[config.mk]
export PLATFORM = sky130hd
export DESIGN_NAME = spi_regif
export DESIGN_NICKNAME = d
export VERILOG_FILES = /design/src/rtl/spi_regif.sv
export SDC_FILE = /design/constraint.sdc
export NUM_CORES = 1
export LEC_CHECK = 0
export BUFFER_PORTS_ARGS = -buffer_cell sky130_fd_sc_hd__buf_2
export CORE_ASPECT_RATIO = 0.6
export CORE_MARGIN = 10
export CORE_UTILIZATION = 35
export DETAILED_ROUTE_END_ITERATION = 10
export SLEW_MARGIN = 40
export SYNTH_ARGS = -nofsm -noshare
export SYNTH_HDL_FRONTEND = slang
export SYNTH_SLANG_ARGS = --single-unit
[constraint.sdc]
create_clock -name clk_i -period 1.39 [get_ports clk_i]
set_input_delay 0.0695 -clock clk_i [delete_from_list [all_inputs] [get_ports clk_i]]
set_output_delay 0.0695 -clock clk_i [all_outputs]
set_load 0.02 [all_outputs]
[src/rtl/spi_regif.sv]
// SPI mode-0 target that decodes R/W + address command frames into register-file strobes.
// Define SPI_REGIF_BURST_EN for multi-word frames with address auto-increment and read prefetch.
module spi_regif #(
  parameter int ADDR_W = 7,
  parameter int DATA_W = 8
) (
  input  logic              clk_i,
  input  logic              rst_ni,
  input  logic              sclk_i,
  input  logic              cs_i,
  input  logic              mosi_i,
  output logic              miso_o,
  input  logic [DATA_W-1:0] reg_rdata_i,
  output logic [DATA_W-1:0] reg_wdata_o,
  output logic [ADDR_W-1:0] reg_addr_o,
  output logic              reg_we_o,
  output logic              reg_re_o
);

  localparam int SH_W  = (ADDR_W + 1 > DATA_W) ? ADDR_W + 1 : DATA_W;
  localparam int CNT_W = $clog2(SH_W + 1);
  localparam logic [CNT_W-1:0] CMD_LAST  = CNT_W'(ADDR_W);
  localparam logic [CNT_W-1:0] DATA_LAST = CNT_W'(DATA_W - 1);
`ifdef SPI_REGIF_BURST_EN
  localparam bit BURST = 1'b1;
`else
  localparam bit BURST = 1'b0;
`endif

  typedef enum logic [1:0] {S_IDLE, S_CMD, S_DATA, S_HOLD} state_e;

  state_e state_q, state_d;

  // [0],[1] synchroniser, [2] edge-detect history
  logic [2:0] sclk_q, cs_q;
  logic [1:0] mosi_q;
  logic [1:0] settle_q;
  logic       armed_q;

  logic [CNT_W-1:0]  bit_cnt_q;
  logic [SH_W-2:0]   sh_q;
  logic [ADDR_W-1:0] addr_q;
  logic              wr_q;
  logic [DATA_W-1:0] tx_q;
  logic              miso_q;
  logic [DATA_W-1:0] wdata_q;
  logic [ADDR_W-1:0] raddr_q;
  logic              we_q, re_q;

  logic sclk_rise, sclk_fall, cs_fall, cs_rise;
  logic clr, cmd_shift, cmd_done, dat_shift, word_done, tx_shift, do_write, do_fetch;
  logic [SH_W-1:0]   shift_nx;
  logic [ADDR_W-1:0] cmd_addr, next_addr, fetch_addr;
  logic              cmd_wr;

  assign sclk_rise = sclk_q[1] & ~sclk_q[2];
  assign sclk_fall = ~sclk_q[1] & sclk_q[2];
  assign cs_rise   = cs_q[1] & ~cs_q[2];
  // After reset a frame only starts once cs has been seen high through a settled synchroniser.
  assign cs_fall   = armed_q & ~cs_q[1] & cs_q[2];

  assign shift_nx   = {sh_q, mosi_q[1]};
  assign cmd_addr   = shift_nx[ADDR_W-1:0];
  assign cmd_wr     = shift_nx[ADDR_W];
  assign next_addr  = addr_q + ADDR_W'(1);
  assign fetch_addr = cmd_done ? cmd_addr : next_addr;

  always_ff @(posedge clk_i) begin
    if (!rst_ni) state_q <= S_IDLE;
    else         state_q <= state_d;
  end

  always_comb begin
    state_d = state_q;
    unique case (state_q)
      S_IDLE: if (cs_fall) state_d = S_CMD;
      S_CMD: begin
        if (cs_rise)       state_d = S_IDLE;
        else if (cmd_done) state_d = S_DATA;
      end
      S_DATA: begin
        if (cs_rise)                state_d = S_IDLE;
        else if (word_done && !BURST) state_d = S_HOLD;
      end
      S_HOLD: if (cs_rise) state_d = S_IDLE;
      default: state_d = S_IDLE;
    endcase
  end

  always_comb begin
    clr       = 1'b0;
    cmd_shift = 1'b0;
    dat_shift = 1'b0;
    tx_shift  = 1'b0;
    unique case (state_q)
      S_IDLE: clr = cs_fall;
      S_CMD:  cmd_shift = sclk_rise & ~cs_rise;
      S_DATA: begin
        dat_shift = sclk_rise & ~cs_rise;
        tx_shift  = sclk_fall & ~cs_rise & ~wr_q;
      end
      default: ;
    endcase
    cmd_done  = cmd_shift & (bit_cnt_q == CMD_LAST);
    word_done = dat_shift & (bit_cnt_q == DATA_LAST);
    do_write  = word_done & wr_q;
    do_fetch  = (cmd_done & ~cmd_wr) | (BURST & word_done & ~wr_q);
  end

  always_ff @(posedge clk_i) begin
    if (!rst_ni) begin
      sclk_q    <= 3'b000;
      cs_q      <= 3'b111;
      mosi_q    <= 2'b00;
      settle_q  <= '0;
      armed_q   <= 1'b0;
      bit_cnt_q <= '0;
      sh_q      <= '0;
      addr_q    <= '0;
      wr_q      <= 1'b0;
      tx_q      <= '0;
      miso_q    <= 1'b0;
      wdata_q   <= '0;
      raddr_q   <= '0;
      we_q      <= 1'b0;
      re_q      <= 1'b0;
    end else begin
      sclk_q <= {sclk_q[1:0], sclk_i};
      cs_q   <= {cs_q[1:0], cs_i};
      mosi_q <= {mosi_q[0], mosi_i};
      if (settle_q != 2'd3) settle_q <= settle_q + 2'd1;
      if (settle_q == 2'd3 && cs_q[1]) armed_q <= 1'b1;

      if (clr) begin
        bit_cnt_q <= '0;
        sh_q      <= '0;
      end else if (cmd_shift || dat_shift) begin
        sh_q      <= shift_nx[SH_W-2:0];
        bit_cnt_q <= (cmd_done || word_done) ? '0 : bit_cnt_q + CNT_W'(1);
      end

      if (cmd_done) begin
        addr_q <= cmd_addr;
        wr_q   <= cmd_wr;
      end else if (word_done) begin
        addr_q <= next_addr;
      end

      we_q <= do_write;
      re_q <= do_fetch;
      if (do_write) begin
        wdata_q <= shift_nx[DATA_W-1:0];
        raddr_q <= addr_q;
      end else if (do_fetch) begin
        raddr_q <= fetch_addr;
      end

      // Read data is captured while the read strobe and its address are on the bus.
      if (re_q)          tx_q <= reg_rdata_i;
      else if (tx_shift) tx_q <= tx_q << 1;

      if (cs_rise)       miso_q <= 1'b0;
      else if (tx_shift) miso_q <= tx_q[DATA_W-1];
    end
  end

  assign miso_o      = miso_q;
  assign reg_wdata_o = wdata_q;
  assign reg_addr_o  = raddr_q;
  assign reg_we_o    = we_q;
  assign reg_re_o    = re_q;

endmodule

==> impl_metrics.toml <==
[run_status]
status = "complete, but fails checks"
violations = "setup timing"

[layout]
antennaDiodeCount = 0
final_cells = 421
syn_to_final_growth_pct = 39.2
layout_commonest_cell = "dfxtp_1"
fillers = 643
layout-drive-gt1-share_pct = 32.9
nets = 346
mostFrequentLayoutCells = "dfxtp_1 (54), buf_2 (30), a21oi_1 (28)"
stdcell_area_mm2 = 0.00348

[drt]
antenna_left = 0
wl_mm = 6.54
viasPerCell = 5.22
drc = 0
vias = 2199
dr.pass1.iters = 4
wl_per_cell_um = 15.5
drt_iter0_markers = 152

[die]
dieArea_mm2 = 0.0110
fp.dieW_um = 129
fp-row-count = 23
ios = 31
start_util_pct = 36.8
core_mm2 = 0.00679
die_h_um = 85.4

[global_route]
grt_max_degree = 17
grt-ovfl-total = 0
grt_pass1_vias = 2141
grt_usage_pct = 12.1
antenna_found_initial = 0
grt_first_pass_wirelength_mm = 10.5

[worst_setup_path]
cp-start-kind = "flop"
cp.arrival_ps = 1600
crit_required_ps = 1590
endpoint_kind = "flop"
crit_path_max_fanout = 16
crit_path_start = "sclk_q[2]"
reg2regPathDepth = 5
worstSetupPathType = "flop to flop"
r2r-end = "reg_addr_o[2]"
reg2reg_from = "sclk_q[2]"
critPathCapture = "reg_addr_o[2]"
r2r_slack_ps = -10

[sta]
fin_crit_sh_pct = 101
setup_violations = 2
slew_violations = 0
skew_ps = 3.58
setup_slack_ps = -10.8
fin_setup_tns_ps = -14.4
hold_viol_final = 0
timing.slew.headroom_pct = 65.2
min_period_ps = 1400
tightest_slew_ps = 521
rsz0062_at_grt = "yes"
fmax_mhz = 714

[synthesis]
syn_area_mm2 = 0.00250
synth_edf_count = 0
ys_ff_latch = 58
synth.area.top_cells = "dfxtp_1 (46%), mux2i_1 (7.6%), a21oi_1 (6.0%)"
ys_dominant_reg_cell = "dfxtp_1"
synth_fp_nets = 289
synth.distinct_cells = 37
netlist_instances = 273
yosys.area.top_type_share_pct = 46.5
synth-async-reset-ratio_pct = 0
ys_warn_count = 0
yosysSeqAreaShare_pct = 46.5
syn_area_per_cell_um2 = 9.15
yosysTopAreaCell = "dfxtp_1"

[clocking]
path_clk_slew_ps = 50
cts_buffers = 9
clockRootBuffer = "clkbuf_16"
cts.sinks = 58
max-clock-path-buffers = 2
clkLatencyLatePin_ps = 330
ctsHtreeMaxLevel = 3
cts_tree = "done"
cts_setup_buffers = 0

[placed_design]
gp_congestion = 0.810
placedCellCount = 401
place_area_mm2 = 0.00299
port-buffer-count = 30
post-dp-hpwl_mm = 4.59

[power]
combPwrFrac_pct = 3.8
switching_share_pct = 19.6
netSwitchingPower_uw = 799
p_leak_uw = 0.00146
total_power_uw = 4080
clkPwrFrac_pct = 54.4
vdd_drop_max_mv = 0.885
power_density_mw_per_mm2 = 1170
p_int_uw = 3280
seq_power_share_pct = 41.8

[job]
cap_violations = 0

[hold_path]
hold_path.class = "input port to flop"
## what timing repair did
action                                  4_1_cts  5_1_grt
endpoints found under the setup margin       12       36
hold buffers                                  5        0
gates resized for setup                      10       20
pin swaps                                     6        1
endpoints found under the hold margin         5        0
## sequential cells by signal (all words and copies together), names as in the netlist
signal and flops:
addr_q 7, armed_q 1, bit_cnt_q 4, cs_q 3, miso_o 1, mosi_q 2, reg_addr_o 7, reg_re_o 1
reg_wdata_o 8, reg_we_o 1, sclk_q 3, settle_q 2, sh_q 7, state_q 2, tx_q 8, wr_q 1
## cell usage after synthesis (7+ instances only)
cell type / number
a21oi_1: 30
and2_1: 7
buf_2: 8
clkbuf_1: 11
dfxtp_1: 58
inv_1: 7
mux2i_1: 19
nand2_1: 19
nand3_1: 14
nor2_1: 15
nor3_1: 18
o21ai_0: 17
## power groups by stage
stage	Sequential (µW)	Combinational, µW	Clock [µW]
floorplan	1740	81.1	0
global placement	1740	135	0
detailed placement	1740	138	0
CTS	1710	151	2290
global route	1710	177	2370
finish	1710	154	2220
## worst min-delay path by stage
stage               slack, ps            from       to  cells after the start
detailed placement        250            cs_i  cs_q[0]                      2
finish                     20  reg_rdata_i[7]  tx_q[7]                      3
global route               20  reg_rdata_i[7]  tx_q[7]                      3
CTS                         9  reg_rdata_i[1]  tx_q[1]                      3
global placement          270            cs_i  cs_q[0]                      2
floorplan                 170            cs_i  cs_q[0]                      1
## cells by family after synthesis
group / share of synthesized area (%)
AND/OR/NAND/NOR: 19.9
adder cells (fa/ha/maj): 1.50
XOR/XNOR: 2.05
AO/OA/AOI/OAI: 17.7
flip-flops: 46.5
buffers and inverters: 4.76
multiplexers: 7.61
## stage by stage
stage / setup slack (ps) / utilization, % / hold WS (ps)
final: -10.8 / 51.2 / 22.0
after global routing: -113 / 51.2 / 23.4
after CTS: -19.0 / 49.8 / 9.10
after detailed placement: -98.0 / 44.0 / 254
after global placement: -59.5 / 44.0 / 265
after floorplan: -13.2 / - / 171
## layer usage
layer / vias up / share of wire (%) / track usage [%] / wire (µm)
met2: 68 / 40 / 16.5 / 2600
met4: 0 / 1.1 / 4.42 / 74
met1: 1031 / 49 / 15.9 / 3230
li1: 1092 / - / - / -
met5: - / 0 / 0 / 0
met3: 8 / 9.7 / 5.71 / 631
## cell type report
cell class	count	area, µm²	share of cell area, %
Clock inverter	2	35.0	1.01
Timing Repair Buffer	66	523	15.0
Clock buffer	13	270	7.77
Sequential cell	58	1170	33.7
Inverter	7	26.3	0.755
Tap cell	87	109	3.13
Multi-Input combinational cell	188	1340	38.6
## worst max-delay path, stage by stage (launching register included)
cell and delay, ps:
dfxtp_1 300, and4bb_4 380, nand2_1 100, buf_12 160, nor3_1 260, a2111oi_2 80
(Power assumes the default switching activity.)
